[config.mk]
export PLATFORM = sky130hd
export DESIGN_NAME = fp_to_int
export DESIGN_NICKNAME = d
export VERILOG_FILES = /design/src/rtl/fp_pkg.sv /design/src/rtl/fp_unpack.sv /design/src/rtl/fp_to_int.sv
export SDC_FILE = /design/constraint.sdc
export NUM_CORES = 1
export LEC_CHECK = 0
export BUFFER_PORTS_ARGS = -buffer_cell sky130_fd_sc_hd__buf_2
export CORE_MARGIN = 8
export CORE_UTILIZATION = 50
export DETAILED_ROUTE_END_ITERATION = 6
export GPL_TIMING_DRIVEN = 0
export PLACE_DENSITY = 0.69
export SLEW_MARGIN = 20
export SYNTH_ARGS = -nofsm -noshare
export SYNTH_HDL_FRONTEND = slang
export SYNTH_HIERARCHICAL = 1
export SYNTH_SLANG_ARGS = --single-unit
export TNS_END_PERCENT = 1
[constraint.sdc]
create_clock -name CLK -period 5.9 [get_ports CLK]
set_input_delay 0.59 -clock CLK [delete_from_list [all_inputs] [get_ports CLK]]
set_output_delay 0.59 -clock CLK [all_outputs]
set_load 0.005 [all_outputs]
[src/rtl/fp_pkg.sv]
`default_nettype none
// ============================================================================
//  Module      : fp_pkg
//  Description : Shared definitions for the FPU-side float/integer blocks:
//                binary32 field widths, exponent bias, int32 saturation
//                limits, converter state encoding and the unpacked-float
//                field struct.
//  Revision    : 1.0 - initial release
// ============================================================================
package fp_pkg;

    localparam int          EXP_W   = 8;
    localparam int          FRAC_W  = 23;
    localparam int          BIAS    = 127;
    localparam logic [31:0] INT_MAX = 32'h7FFF_FFFF;
    localparam logic [31:0] INT_MIN = 32'h8000_0000;

    // Converter sequencing states
    typedef enum logic [2:0] {
        ST_IDLE  = 3'd0,
        ST_CLASS = 3'd1,
        ST_SHIFT = 3'd2,
        ST_ROUND = 3'd3,
        ST_DONE  = 3'd4
    } state_t;

    // binary32 split into its three fields, MSB first so that a raw
    // 32-bit word can be assigned directly
    typedef struct packed {
        logic              sign;
        logic [EXP_W-1:0]  exp;
        logic [FRAC_W-1:0] frac;
    } fp_fields_t;

endpackage
`default_nettype wire

[src/rtl/fp_unpack.sv]
`default_nettype none
// ============================================================================
//  Module      : fp_unpack
//  Description : Combinational binary32 unpacker. Splits a word into
//                sign/exponent/fraction, produces the unbiased exponent and
//                classifies zero/denormal, infinity and NaN.
//  Ports       : i_operand        - binary32 word
//                o_fields         - {sign, exp, frac}
//                o_exp_unb        - exp - BIAS, signed (-127 .. 128)
//                o_is_zero_denorm - exp == 0
//                o_is_inf         - exp all ones, frac == 0
//                o_is_nan         - exp all ones, frac != 0
//  Revision    : 1.0 - initial release
// ============================================================================
import fp_pkg::*;

module fp_unpack (
    input  logic [31:0]       i_operand,
    output fp_fields_t        o_fields,
    output logic signed [9:0] o_exp_unb,
    output logic              o_is_zero_denorm,
    output logic              o_is_inf,
    output logic              o_is_nan
);

    localparam logic signed [9:0] c_bias = 10'(BIAS);

    logic w_exp_max;
    logic w_frac_nz;

    assign o_fields  = i_operand;
    assign w_exp_max = &o_fields.exp;
    assign w_frac_nz = |o_fields.frac;

    assign o_exp_unb        = $signed({2'b00, o_fields.exp}) - c_bias;
    assign o_is_zero_denorm = (o_fields.exp == '0);
    assign o_is_inf         = w_exp_max & ~w_frac_nz;
    assign o_is_nan         = w_exp_max &  w_frac_nz;

endmodule
`default_nettype wire

[src/rtl/fp_to_int.sv]
`default_nettype none
// ============================================================================
//  Module      : fp_to_int
//  Description : Sequential binary32 -> signed int32 converter with
//                valid/ready handshakes. The significand is aligned one bit
//                position per cycle, then truncated or rounded to nearest
//                even, then signed.
//  Ports       : CLK       - clock, rising edge
//                RSTn      - asynchronous active-low reset
//                InValid   - Operand presented
//                InReady   - converter idle and able to accept
//                Operand   - binary32 input
//                RoundMode - 0 truncate, 1 round-to-nearest-even
//                OutValid  - Result and flags valid
//                OutReady  - consumer takes the result
//                Result    - signed 32-bit integer
//                Invalid   - NaN or infinity input
//                Overflow  - finite magnitude outside int32
//                Inexact   - nonzero fraction bits discarded
//  Revision    : 1.0 - initial release
// ============================================================================
import fp_pkg::*;

module fp_to_int (
    input  logic        CLK,
    input  logic        RSTn,
    input  logic        InValid,
    output logic        InReady,
    input  logic [31:0] Operand,
    input  logic        RoundMode,
    output logic        OutValid,
    input  logic        OutReady,
    output logic [31:0] Result,
    output logic        Invalid,
    output logic        Overflow,
    output logic        Inexact
);

    // ------------------------------------------------------------------
    // Registers
    // ------------------------------------------------------------------
    state_t      r_state;
    logic [31:0] r_operand;
    logic        r_round_mode;
    logic [31:0] r_acc;        // aligned magnitude
    logic        r_guard;      // first bit below the binary point
    logic        r_sticky;     // OR of all bits below the guard
    logic [4:0]  r_cnt;        // remaining shift positions
    logic        r_left;       // shift direction
    logic [31:0] r_result;
    logic        r_invalid;
    logic        r_overflow;
    logic        r_inexact;
    logic        r_out_valid;

    // ------------------------------------------------------------------
    // Classification of the captured operand
    // ------------------------------------------------------------------
    fp_fields_t        w_fields;
    logic signed [9:0] w_e;
    logic              w_is_zd;
    logic              w_is_inf;
    logic              w_is_nan;

    fp_unpack u_unpack (
        .i_operand        (r_operand),
        .o_fields         (w_fields),
        .o_exp_unb        (w_e),
        .o_is_zero_denorm (w_is_zd),
        .o_is_inf         (w_is_inf),
        .o_is_nan         (w_is_nan)
    );

    logic        w_tiny;       // |x| < 0.5 and normal
    logic        w_ovf;
    logic        w_right;
    logic [4:0]  w_n;
    logic [23:0] w_mant;

    // e < -1 is the same as exp < BIAS-1
    assign w_tiny  = (w_fields.exp < 8'(BIAS - 1));
    // e = 31 is representable only as exactly -2^31
    assign w_ovf   = (w_e >= 10'sd31) &&
                     !(w_fields.sign && (w_e == 10'sd31) && (w_fields.frac == '0));
    assign w_right = (w_e < 10'sd23);
    // Only taken for -1 <= e <= 31, so modulo-32 arithmetic on the low
    // exponent bits gives |e - 23| directly.
    assign w_n     = w_right ? (5'd23 - w_e[4:0]) : (w_e[4:0] - 5'd23);
    assign w_mant  = {1'b1, w_fields.frac};

    // ------------------------------------------------------------------
    // Rounding and sign application
    // ------------------------------------------------------------------
    logic        w_round_up;
    logic [31:0] w_mag;

    assign w_round_up = r_round_mode & r_guard & (r_sticky | r_acc[0]);
    assign w_mag      = r_acc + {31'd0, w_round_up};

    // ------------------------------------------------------------------
    // Sequencer
    // ------------------------------------------------------------------
    always_ff @(posedge CLK or negedge RSTn) begin
        if (!RSTn) begin
            r_state      <= ST_IDLE;
            r_operand    <= '0;
            r_round_mode <= 1'b0;
            r_acc        <= '0;
            r_guard      <= 1'b0;
            r_sticky     <= 1'b0;
            r_cnt        <= '0;
            r_left       <= 1'b0;
            r_result     <= '0;
            r_invalid    <= 1'b0;
            r_overflow   <= 1'b0;
            r_inexact    <= 1'b0;
            r_out_valid  <= 1'b0;
        end else begin
            case (r_state)
                ST_IDLE: begin
                    if (InValid) begin
                        r_operand    <= Operand;
                        r_round_mode <= RoundMode;
                        r_result     <= '0;
                        r_invalid    <= 1'b0;
                        r_overflow   <= 1'b0;
                        r_inexact    <= 1'b0;
                        r_state      <= ST_CLASS;
                    end
                end

                ST_CLASS: begin
                    r_acc    <= {8'd0, w_mant};
                    r_guard  <= 1'b0;
                    r_sticky <= 1'b0;
                    r_cnt    <= w_n;
                    r_left   <= ~w_right;
                    if (w_is_inf || w_is_nan) begin
                        r_invalid <= 1'b1;
                        r_result  <= (w_is_inf && w_fields.sign) ? INT_MIN : INT_MAX;
                        r_state   <= ST_DONE;
                    end else if (w_is_zd) begin
                        r_result  <= '0;
                        r_inexact <= |w_fields.frac;
                        r_state   <= ST_DONE;
                    end else if (w_tiny) begin
                        r_result  <= '0;
                        r_inexact <= 1'b1;
                        r_state   <= ST_DONE;
                    end else if (w_ovf) begin
                        r_overflow <= 1'b1;
                        r_result   <= w_fields.sign ? INT_MIN : INT_MAX;
                        r_state    <= ST_DONE;
                    end else if (w_n == 5'd0) begin
                        r_state <= ST_ROUND;
                    end else begin
                        r_state <= ST_SHIFT;
                    end
                end

                ST_SHIFT: begin
                    if (r_left) begin
                        r_acc <= {r_acc[30:0], 1'b0};
                    end else begin
                        r_acc    <= {1'b0, r_acc[31:1]};
                        r_guard  <= r_acc[0];
                        r_sticky <= r_sticky | r_guard;
                    end
                    r_cnt <= r_cnt - 5'd1;
                    if (r_cnt == 5'd1) begin
                        r_state <= ST_ROUND;
                    end
                end

                ST_ROUND: begin
                    // Inexact paths have e <= 22, so the increment never
                    // carries out of int32 range.
                    r_inexact <= r_guard | r_sticky;
                    r_result  <= w_fields.sign ? (~w_mag + 32'd1) : w_mag;
                    r_state   <= ST_DONE;
                end

                ST_DONE: begin
                    // Result and flags are already settled on entry; the
                    // valid flag is raised one cycle later from a register
                    // and dropped on the consuming edge.
                    if (!r_out_valid) begin
                        r_out_valid <= 1'b1;
                    end else if (OutReady) begin
                        r_out_valid <= 1'b0;
                        r_state     <= ST_IDLE;
                    end
                end

                default: begin
                    r_state <= ST_IDLE;
                end
            endcase
        end
    end

    // ------------------------------------------------------------------
    // Outputs
    // ------------------------------------------------------------------
    assign InReady  = (r_state == ST_IDLE);
    assign OutValid = r_out_valid;
    assign Result   = r_result;
    assign Invalid  = r_invalid;
    assign Overflow = r_overflow;
    assign Inexact  = r_inexact;

endmodule
`default_nettype wire

* Yosys cells after proc, flatten, opt, wreduce, memory -nomap -nowiden
Cells that the tools add are included.
** Word-level totals
- Output and inout port bits :: 37
- Bits of input ports :: 37
- Bits in registers :: 112
** Cells by class
- Bitwise operators :: 9
- Reduce and logical (&&, ||, !) cells :: 22
- Multiplexer cells :: 41
- $lt $le $gt $ge :: 3
- Add/sub/neg operators :: 6
- Equal/unequal tests :: 18
** Operator list (count)
- two-way mux 32 bit :: 9
- one-hot mux 32 bit (3 select lines) :: 1
- one-hot mux 32 bit (2 select lines) :: 1
- adder 32 x 1 -> 32 bit :: 1
- adder 32 x 1 -> 32 bit (second input constant) :: 1
- NOT 32 bit :: 1
- two-way mux 3 bit :: 8
- logical NOT 23 bit :: 1
- OR reduction 23 bit :: 1
- != test 2 bit (second input constant) :: 10
- one-hot mux 3 bit (5 select lines) :: 1
- two-way mux 1 bit :: 14
- equality test 10 x 6 -> 1 bit (second input constant) :: 1
- >= comparator 10 x 6 -> 1 bit (second input constant) :: 1
- < comparator 10 x 6 -> 1 bit (second input constant) :: 1
- one-hot mux 5 bit (2 select lines) :: 1
- subtractor 8 x 7 -> 9 bit (second input constant) :: 1
- logical NOT 8 bit :: 1
- < comparator 8 x 7 -> 1 bit (second input constant) :: 1
- one-hot mux 1 bit (2 select lines) :: 4
- AND reduction 4 bit :: 2
- AND reduction 8 bit :: 1
- equality test 3 x 2 -> 1 bit (second input constant) :: 2
- AND reduction 3 bit :: 2
- other kinds (22) :: 32

* Longest topological paths before layout
Gate-level depths: netlist (run 1).
- Depth in word-level cells :: 11
- Gate-level depth with buffers :: 13
- Depth with buffers taken out :: 12

* By module
Netlist (run 1), hierarchy kept.
** By module, submodules not included
- fp_to_int :: area each 7053.0 µm², cells an instance 776, instances 1, seq. area each 2802.7 µm²
- fp_unpack :: area each 478.0 µm², cells an instance 69, instances 1, seq. area each 0.0 µm²

* Least setup slack after synthesis (run 1)
Ideal clock, no wire load.
- Path kind :: reg2reg
- From :: register r_acc[0]
- To :: register r_result[21], in the netlist Result[21]
- Arrival time :: 3.525 ns
- Path buffers :: 2
- Library setup time :: 0.126 ns
- Period minus slack after synthesis :: 3.651 ns
- Slack :: 2.249 ns
- Required time :: 5.774 ns
- Stages on the path, launching flop included :: 14
- Path through :: dfrtp_1 -> o211a_1 -> ha_1 -> ha_1 -> buf_6 -> and2_4 -> or4b_4 -> a211o_1 -> a2111o_1 -> or2_0 -> buf_6 -> o21ai_0 -> xor2_1 -> a221o_1
** On the way
- Longest elaborated chain between the ends :: 7
** RTL lines
- from (decl) :: line fp_to_int.sv:45 : logic [31:0] r_acc;
- from (signal assigned) :: line fp_to_int.sv:133 : r_acc <= {8'd0, w_mant};
- from (signal assigned) :: line fp_to_int.sv:163 : r_acc <= {r_acc[30:0], 1'b0};
- from (signal assigned) :: line fp_to_int.sv:165 : r_acc <= {1'b0, r_acc[31:1]};
- OR 1 bit :: line fp_to_int.sv:97 : assign w_round_up = r_round_mode & r_guard & (r_sticky | r_acc[0]);
- bitwise AND 1 bit :: line fp_to_int.sv:97
- adder 32 x 1 -> 32 bit * :: line fp_to_int.sv:98 : assign w_mag = r_acc + {31'd0, w_round_up};
- NOT 32 bit :: line fp_to_int.sv:179 : r_result <= w_fields.sign ? (~w_mag + 32'd1) : w_mag;
- adder 32 x 1 -> 32 bit :: line fp_to_int.sv:179
- two-way mux 32 bit * :: line fp_to_int.sv:179
- one-hot mux 32 bit (3 select lines) * :: line fp_to_int.sv:119 : case (r_state)
- to (signal assigned) :: line fp_to_int.sv:140 : r_result <= (w_is_inf && w_fields.sign) ? INT_MIN : INT_MAX;
- to (signal assigned) :: line fp_to_int.sv:152 : r_result <= w_fields.sign ? INT_MIN : INT_MAX;
- to (signal assigned) :: line fp_to_int.sv:179
- to (decl) :: line fp_to_int.sv:50 : logic [31:0] r_result;
Every way passes the cells marked *; elsewhere a longest branch is shown, timed or not.
A chain may end at the register's enable or synchronous reset.

* Worst setup path after layout (run 1)
- From :: register r_acc[0]
- To :: register r_result[31], in the netlist Result[31]
Same word-level chain as after synthesis.

==> results.md, run 1 <==
* Die Wd at 139 um
* Gpl congestion at between 0.9 and 1
* GRT Total Usage at 20.8%
* Share of cells above drive strength 1 at 21.0%
* # IOs at 74
* Dpl hpwl at approximately 15000 um
* CORE AREA at approximately 15000 um2
* Inserted Clock Buffers at 9
* Post-CTS Setup Inserts at 0
* Worst Slack Setup Final at 1.86 ns
* Placed cells at 1106
* Max-slew violation count at 0
* Startpoint Class: flop
* H-tree lvl count at 3
* Fill count at 1396
* Area Growth Syn to Fin at 12.2%
* Die area at roughly 19000 um2
* Setup TNS at 0 ns
* Max_slew headroom at 32.5%
* RSZ-0062 raised after global routing: no
* Worst path bufs/invs at 2
* Top Family by Delay on Critical Path: simple AND/OR/NAND/NOR gates
* DR pass1 iterations at 5
* Syn avg cell area at slightly below 9 um2
* CP required at ~6 ns
* Slew @ Worst Pin at 1.01 ns
* Initial antenna violation count at 0
* Status: complete, no violations
* Maximum root-to-sink buffer count at 2
* Worst vdd ir at approximately 270 uV
* Max-cap violation count at 0
* Crit-path cells: o211a_1, ha_1, ha_1, buf_6, and2_4, or4b_4, a211o_1, a2111o_1, or2_0, buf_6, nor4_1, nor4_1, a211oi_1
* Synth Cell Area at roughly 7500 um2
* Final hold vios at 0
* Root Buffer: clkbuf_16
* Total Routed Length at a little under 20000 um
* DIE HEIGHT at 139 um
* Static leakage at ~3.6 nW
* Pre-CTS setup slack at between 1.5 and 2 ns
* Iteration-0 DRC Markers at 387
* Final setup fails at 0
* Critical Path End Type: flop
* Antenna diode count at 0
* # clock sinks at roughly 110
* I/O Buffers at 73
* CTS tree: built
* CP max stage cell: or4b_4
* Final nets at 975
* Hold buffers post-CTS at 0
* Clk_skew at between 0.009 and 0.01 ns
* Routed len/inst at 17.5 um
* Finished Cell Area at 8440 um2
* DRC at 0
* Starting Density at around half
* Critical-path maximum fanout at 9
* First-pass GRT wire length at 33000 um
* Gates resized, CTS repair at 0
* Worst EP arrival at about 4.3 ns
* Mapped Cells at 844
* Critical path class: flop to flop
* Worst hold path class: input port to async pin
* Period minus WS final at roughly 4.0 ns
* Ys Warns at 6
* Worst path max stage delay at 0.55 ns
* Total gr overflow at 0
* Placed Area at 8160 um2
* Final Cycle Share at between 60% and 70%
* Number of global-route vias before repair at between 6000 and 7000
* Row cnt at 45
* Clock Latency Late Sink at about 0.36 ns
* Fmax at about 250 MHz
* Pwr dens at about 550 nW/um2
* Post-route insts no fill at 1121
* Detail Route Antenna Nets at 0
* Syn nets at 890
* CTS clk-pin slew, worst paths at 0.08 ns
* Via count at 6524
* Vias per cell at 5.82
* Largest net degree at the start of global routing at 70
through the flow:
stage	power (W)	hold WS, ns	util (%)
floorplan	0.00331	0.294	-
finish	0.00461	0.131	56.3
CTS	0.00462	0.148	56.3
detailed placement	0.00401	0.468	54.5
global placement	0.00397	0.458	54.2
global route	0.00500	0.161	56.3
flip-flops by register name, summed over array words and instances, names as in the netlist, 3 cells and up:
name,count
Result,32
r_acc,32
r_operand,32
r_cnt,5
r_state,3
power by group:
group	switching, W	internal [W]	total, W
clock network	0.000300	0.000300	0.000600
registers	0.000250	0.00110	0.00135
logic	0.00150	0.00116	0.00266
total	0.00205	0.00256	0.00461
routing by layer:
metal	part of all wire, %	up-vias	GRT usage (%)
met1	47	3074	27.7
met4	2.2	0	7.74
met5	0	-	0
met3	6.2	34	3.89
met2	45	196	33.0
li1	-	3220	-
cells in the final DEF (no fill, tap or decap), types with 5 or more instances in the layout:
cell and instances:
a211oi_1 5, a21o_1 6, a21oi_1 46, a31oi_1 6, and3_1 14, and4_1 6, buf_1 7, buf_2 78
buf_4 32, clkbuf_1 49, clkbuf_16 9, dfrtp_1 112, ha_1 9, inv_1 18, mux2_2 37, mux2i_1 25
nand2_1 95, nand3_1 25, nand4_1 17, nor2_1 39, nor3_1 18, nor4_1 25, o211ai_1 11, o21ai_0 55
o21ai_1 5, o221a_2 18, o22ai_1 6, o31ai_1 11, or3_1 5, xnor2_1 54, xor2_1 17
worst paths after layout:
path	slack [ns]	startpoint	cells after the start	to
worst min-delay path	0.13	RSTn	1	r_operand[8]$_DFFE_PN0P_
max in group asynchronous	5.08	RSTn	2	Result[28]$_DFFE_PN0P_
worst max-delay path	1.86	r_acc[0]$_DFFE_PN0P_	13	Result[31]$_DFFE_PN0P_
worst max register to register	1.86	r_acc[0]$_DFFE_PN0P_	13	Result[31]$_DFFE_PN0P_
worst min register to register	0.48	Inexact$_DFFE_PN0P_	2	Inexact$_DFFE_PN0P_
min in group CLK	0.45	RoundMode	2	r_round_mode$_DFFE_PN0P_
cell type report:
class | count | area (um2) | share of cell area (%)
multi-input cells | 617 | 4150 | 49.1
flip-flops and latches | 112 | 2800 | 33.2
plain buffers | 97 | 508 | 6.02
repair buffers | 74 | 399 | 4.73
clock buffers | 10 | 239 | 2.83
well taps | 188 | 235 | 2.79
inverters | 18 | 67.6 | 0.801
clock inverters | 5 | 41.3 | 0.489
Power figures use the tool's default switching activity.
==> run 2, diff against run 1 <==
Clock period 5.9 ns to 3.8 ns, I/O delays scaled along.
==> results.md, run 2 (same netlist as run 1, synthesis figures left out) <==
* Max-cap violation count at 0 (unchanged)
* Total gr overflow at 0 (unchanged)
* DIE HEIGHT at 139 um (unchanged)
* Final nets at 980 (+0.51%)
* # clock sinks at 112 (unchanged)
* CP max stage cell: or4b_4
* Top Family by Delay on Critical Path: compound AO/OA/AOI/OAI gates
* Root Buffer: clkbuf_16
* Sw frac at 44.5% (about the same)
* DR pass1 iterations at 5 (unchanged)
* Placed Area at 8160 um2 (unchanged)
* # IOs at 74 (unchanged)
* Final Cycle Share at 98.3% (+30 points)
* Setup TNS at 0 ns (unchanged)
* Period minus WS final at 3.74 ns (-0.300 ns)
* Max_slew headroom at 47.6% (+15 points)
* Max-slew violation count at 0 (unchanged)
* Fill count at 1380 (-1.1%)
* CP required at 4.05 ns (-2.12 ns)
* Seq pwr share at 29.1% (-0.2 points)
* Slew @ Worst Pin at 0.778 ns (-0.230 ns)
* Worst hold path class: input port to flop
* CTS tree: built
* Total Routed Length at 19700 um (+0.46%)
* Dpl hpwl at 15100 um (unchanged)
* Largest net degree at the start of global routing at 70 (unchanged)
* Die area at 19200 um2 (unchanged)
* Iteration-0 DRC Markers at 490 (+27%)
* Static leakage at 3.59 nW (+0.50%)
* Final hold vios at 0 (unchanged)
* Register Area at 2800 um2 (about the same)
* Clk_skew at 0.00886 ns (-0.000731 ns)
* NetSw at 0.00321 W (+56%)
* CORE AREA at 15000 um2 (unchanged)
* Starting Density at 50.2% (unchanged)
* Int Pwr at 0.00401 W (+56%)
* Pre-CTS setup slack at -0.204 ns (-2.10 ns)
* Startpoint Class: flop
* Clock Latency Late Sink at 0.36 ns (about the same)
* Pwr dens at 844 nW/um2 (+54%)
* RSZ-0062 raised after global routing: yes
* Critical path class: flop to flop
* Overall power at 0.00722 W (+56%)
* CTS clk-pin slew, worst paths at 0.08 ns (about the same)
* Number of global-route vias before repair at 6461 (-0.11%)
* Vias per cell at 5.84 (+0.35%)
* Most common cell after layout, fill and taps aside: dfrtp_1
* H-tree lvl count at 3 (unchanged)
* I/O Buffers at 73 (unchanged)
* Initial antenna violation count at 0 (unchanged)
* Critical-path maximum fanout at 9 (unchanged)
* Die Wd at 139 um (unchanged)
* Final setup fails at 0 (unchanged)
* Share of cells above drive strength 1 at 22.6% (+1.6 points)
* Row cnt at 45 (unchanged)
* DRC at 0 (unchanged)
* Worst vdd ir at 413 uV (+56%)
* Fmax at 268 MHz (+8.0%)
* First-pass GRT wire length at 33000 um (about the same)
* Clk network pwr share at 12.9% (about the same)
* Worst path bufs/invs at 2 (unchanged)
* Worst Slack Setup Final at 0.0650 ns (-1.80 ns)
* Finished Cell Area at 8550 um2 (+1.3%)
* Critical Path Most Common Cell: buf_6
* Via count at 6576 (+0.80%)
* Worst EP arrival at 3.98 ns (-0.32 ns)
* GRT Total Usage at 20.8% (+0.029 points)
* Status: complete, no violations
* Inserted Clock Buffers at 9 (unchanged)
* Worst path max stage delay at 0.55 ns (about the same)
* Hold WS at 0.241 ns (+0.110 ns)
* Routed len/inst at 17.5 um (about the same)
* Detail Route Antenna Nets at 0 (unchanged)
* Most frequent cells in the layout: 111 x dfrtp_1, 95 x nand2_1, 78 x buf_2
* Antenna diode count at 0 (unchanged)
* Area Growth Syn to Fin at 13.6%
* Maximum root-to-sink buffer count at 2 (unchanged)
* Power share of the combinational group at 58.0% (+0.3 points)
* Critical Path End Type: flop
* Gpl congestion at 0.931 (unchanged)
* Multi-input logic area at 4210 um2 (+1.5%)
* Crit-path cells: o211a_4, ha_4, ha_1, buf_6, and2_4, or4b_4, a211o_1, a2111o_1, or2_1, buf_6, o21ai_1, xor2_1, a221o_1
## run 2: changes by cell type in the layout (fill, tap and decap cells not counted), moves of 2 or more
cell,delta
buf_4,+4
nor4_1,-2
clkbuf_1,-2
o2111ai_1,-2
o2111ai_2,+2
clkbuf_2,+3
o21ai_0,-2
## run 2: area by class of cell
cell class,count,area share (%)
buffer,97,5.99
clock buffer,10,2.80
clock inverter,5,0.483
inverter,18,0.791
multi-input combinational,617,49.2
sequential,112,32.8
tap,188,2.75
timing repair buffer,79,5.14
## run 2: path summary, 6_finish.rpt
| path | cells after the start | to | slack [ns] | startpoint |
|---|---|---|---|---|
| max in group asynchronous | 3 | Result[29]$_DFFE_PN0P_ | 2.63 | RSTn |
| setup / recovery | 13 | Result[21]$_DFFE_PN0P_ | 0.06 | r_sticky$_DFFE_PN0P_ |
| min in group asynchronous | 2 | r_operand[8]$_DFFE_PN0P_ | 0.49 | RSTn |
| setup reg to reg | 13 | Result[21]$_DFFE_PN0P_ | 0.06 | r_sticky$_DFFE_PN0P_ |
| hold / removal | 2 | r_round_mode$_DFFE_PN0P_ | 0.24 | RoundMode |
| hold reg to reg | 2 | Inexact$_DFFE_PN0P_ | 0.48 | Inexact$_DFFE_PN0P_ |
## run 2: timing repair
item | 4_1_cts | 5_1_grt
hold endpoints to repair | 43 | 0
setup endpoints to repair | 37 | 32
hold buffers | 1 | 0
buffers inserted | 2 | 2
pin swaps | 2 | 9
resized for setup | 5 | 14
## run 2: metrics by stage
stage,std cells,utilization (%)
final,1126,57.1
after global routing,1126,57.1
after CTS,1124,56.7
after detailed placement,1106,54.5
after global placement,1105,54.2
after floorplan,844,-
## run 2: worst reg2reg max path, stage by stage, from the launching register on
cell,delay [ns]
dfrtp_1,0.41
o211a_4,0.27
ha_4,0.19
ha_1,0.19
buf_6,0.14
and2_4,0.17
or4b_4,0.55
a211o_1,0.28
a2111o_1,0.47
or2_1,0.26
buf_6,0.15
o21ai_1,0.16
xor2_1,0.10
a221o_1,0.30
## run 2: power by group through the flow
stage	logic [W]	registers, W	clock network (W)
2_1_floorplan	0.00310	0.00204	0
3_3_place_gp	0.00405	0.00210	0
3_5_place_dp	0.00410	0.00212	0
4_1_cts	0.00414	0.00210	0.000951
5_1_grt	0.00465	0.00218	0.000995
6_report	0.00419	0.00210	0.000930
## run 2: layer usage
metal / vias to the layer above / wire, um / part of all wire [%] / GRT usage [%]
li1: 3235 / - / - / -
met1: 3098 / 9160 / 47 / 27.9
met2: 213 / 8870 / 45 / 33.0
met3: 30 / 1250 / 6.3 / 3.86
met4: 0 / 399 / 2.0 / 7.68
met5: - / 0 / 0 / 0
==> run 3, diff against run 2 <==
Settings changed: CELL_PAD_IN_SITES_DETAIL_PLACEMENT from default to 0, CELL_PAD_IN_SITES_GLOBAL_PLACEMENT from default to 1, CORE_UTILIZATION 50 to 46, PLACE_DENSITY 0.69 to default, PLACE_DENSITY_LB_ADDON from default to 0.1.
==> results.md, run 3 (same netlist as run 1, synthesis figures left out) <==
* Worst path max stage delay at 0.55 ns (about the same)
* Worst EP arrival at 4.02 ns (+0.04 ns)
* Most frequent cells in the layout: 111 x dfrtp_1, 95 x nand2_1, 78 x buf_2
* Routed len/inst at 18.1 um (+3.7%)
* Met2 Resource Use GR at 33.5% (+0.53 points)
* Setup TNS at 0 ns (unchanged)
* Final nets at 978 (-0.20%)
* Crit-path cells: o211a_1, ha_4, ha_1, buf_6, and2_4, or4b_4, a211o_1, a2111o_1, or2_0, buf_6, o21ai_0, xor2_1, a221o_1
* DRC at 0 (unchanged)
* Worst hold path class: input port to flop
* Vias per cell at 5.68 (-2.7%)
* Clk_skew at 0.00865 ns (-0.000211 ns)
* H-tree lvl count at 3 (unchanged)
* Largest net degree at the start of global routing at 77 (+10%)
* Number of global-route vias before repair at 6389 (-1.1%)
* Antenna diode count at 0 (unchanged)
* Top Family by Delay on Critical Path: compound AO/OA/AOI/OAI gates
* Post-route insts no fill at 1153 (+2.4%)
* Via count at 6549 (-0.41%)
* Critical-path maximum fanout at 9 (unchanged)
* Die area at 20700 um2 (+7.7%)
* Root Buffer: clkbuf_16
* CTS tree: built
* CP required at 4.04 ns (about the same)
* Inserted Clock Buffers at 9 (unchanged)
* Row cnt at 46 (+2.2%)
* Met3 usage in global routing at 2.99% (-0.87 points)
* Detail Route Antenna Nets at 0 (unchanged)
* Most common cell after layout, fill and taps aside: dfrtp_1
* Max-cap violation count at 0 (unchanged)
* Final hold vios at 0 (unchanged)
* DIE HEIGHT at 144 um (+3.8%)
* Max-slew violation count at 0 (unchanged)
* Max_slew headroom at 34.8% (-13 points)
* Total gr overflow at 0 (unchanged)
* Pwr dens at 864 nW/um2 (+2.3%)
* Worst vdd ir at 438 uV (+5.9%)
* Gpl congestion at 0.896 (-3.8%)
* Dpl hpwl at 16300 um (+7.7%)
* Status: complete, no violations
* Iteration-0 DRC Markers at 444 (-9.4%)
* I/O Buffers at 73 (unchanged)
* Share of cells above drive strength 1 at 22.7% (+0.13 points)
* Placed cells at 1134 (+2.5%)
* Critical path class: flop to flop
* First-pass GRT wire length at 33600 um (+1.8%)
* Overall power at 0.00747 W (+3.5%)
* Finished Core Util at 54.2% (-2.9 points)
* Multi-input logic area at 4210 um2 (+0.12%)
* Static leakage at 3.65 nW (+1.7%)
* Worst Slack Setup Final at 0.0154 ns (-0.0496 ns)
* Final setup fails at 0 (unchanged)
* Pre-CTS setup slack at -0.254 ns (-0.0507 ns)
* Period minus WS final at 3.78 ns (+0.0496 ns)
* Die Wd at 144 um (+3.8%)
* Startpoint Class: flop
* GR peak layer: met2
* Final Cycle Share at 99.6% (+1.3 points)
* Register Area at 2800 um2 (unchanged)
* Slew @ Worst Pin at 0.974 ns (+0.195 ns)
* Register-to-register setup slack at 0.02 ns (-0.05 ns)
* GRT Total Usage at 20.5% (-0.34 points)
* Area Growth Syn to Fin at 14.8%
* Fill count at 1511 (+9.5%)
* Starting Density at 47.2% (-3.0 points)
* CP max stage cell: or4b_4
* # clock sinks at 112 (unchanged)
* Clock Latency Late Sink at 0.35 ns (about the same)
* RSZ-0062 raised after global routing: yes
* Critical Path Most Common Cell: buf_6
* Total Routed Length at 20900 um (+6.2%)
* Worst path bufs/invs at 2 (unchanged)
* Critical Path End Type: flop
* Maximum root-to-sink buffer count at 2 (unchanged)
* Initial antenna violation count at 0 (unchanged)
* GR Layer Usage met1 at 27.0% (-0.87 points)
* DR pass1 iterations at 5 (unchanged)
* CORE AREA at 15900 um2 (+6.4%)
* Fmax at 264 MHz (-1.3%)
* CTS clk-pin slew, worst paths at 0.07 ns (about the same)
* # IOs at 74 (unchanged)
[run 3: final timing paths]
check / startpoint / end / cells past startpoint
worst max-delay path: r_acc[0]$_DFFE_PN0P_ / Result[21]$_DFFE_PN0P_ / 13
worst min-delay path: Operand[27] / r_operand[27]$_DFFE_PN0P_ / 2
worst max register to register: r_acc[0]$_DFFE_PN0P_ / Result[21]$_DFFE_PN0P_ / 13
worst min register to register: Result[17]$_DFFE_PN0P_ / Result[17]$_DFFE_PN0P_ / 2
max in group asynchronous: RSTn / r_acc[0]$_DFFE_PN0P_ / 3
min in group asynchronous: RSTn / Result[6]$_DFFE_PN0P_ / 2
[run 3: area by class of cell]
type / count / share of cell area [%]
Tap cell: 216 / 3.13
Buffer: 97 / 5.95
Timing Repair Buffer: 77 / 4.91
Sequential cell: 112 / 32.5
Inverter: 18 / 0.782
Clock buffer: 11 / 2.81
Clock inverter: 5 / 1.20
Multi-Input combinational cell: 617 / 48.8
[run 3: timing repair]
action | CTS | global route
buffers inserted | 2 | 0
endpoints found under the hold margin | 36 | 0
hold buffers | 1 | 0
setup endpoints to repair | 11 | 56
resized for setup | 4 | 20
pin swaps | 2 | 0
[run 3: worst reg2reg max path: cells and delay by family (launching register included)]
kind                       cells  cell delay (ns)
buffers and inverters          2             0.29
DFF                            1             0.41
and+or+nand+nor                3             0.96
AOI/OAI and AO/OA              5             1.52
adders and majority gates      2             0.39
xor gates and xnor gates       1             0.12
[run 3: metal layers]
| metal | vias up | wire length [um] |
|---|---|---|
| met1 | 3103 | 9680 |
| met4 | 0 | 449 |
| li1 | 3213 | - |
| met3 | 38 | 1040 |
| met5 | - | 0 |
| met2 | 195 | 9720 |
[run 3: through the flow]
step	hold slack (ns)	instance area, um2
final	0.250	8640
after global routing	0.249	8640
after CTS	0.244	8580
after detailed placement	0.298	8190
after global placement	0.457	8160
after floorplan	0.0844	7520
[run 3: where the power goes]
group	internal (W)	switching, W
Clock	0.000664	0.000445
Sequential	0.00171	0.000396
Combinational	0.00184	0.00242
Total	0.00421	0.00326
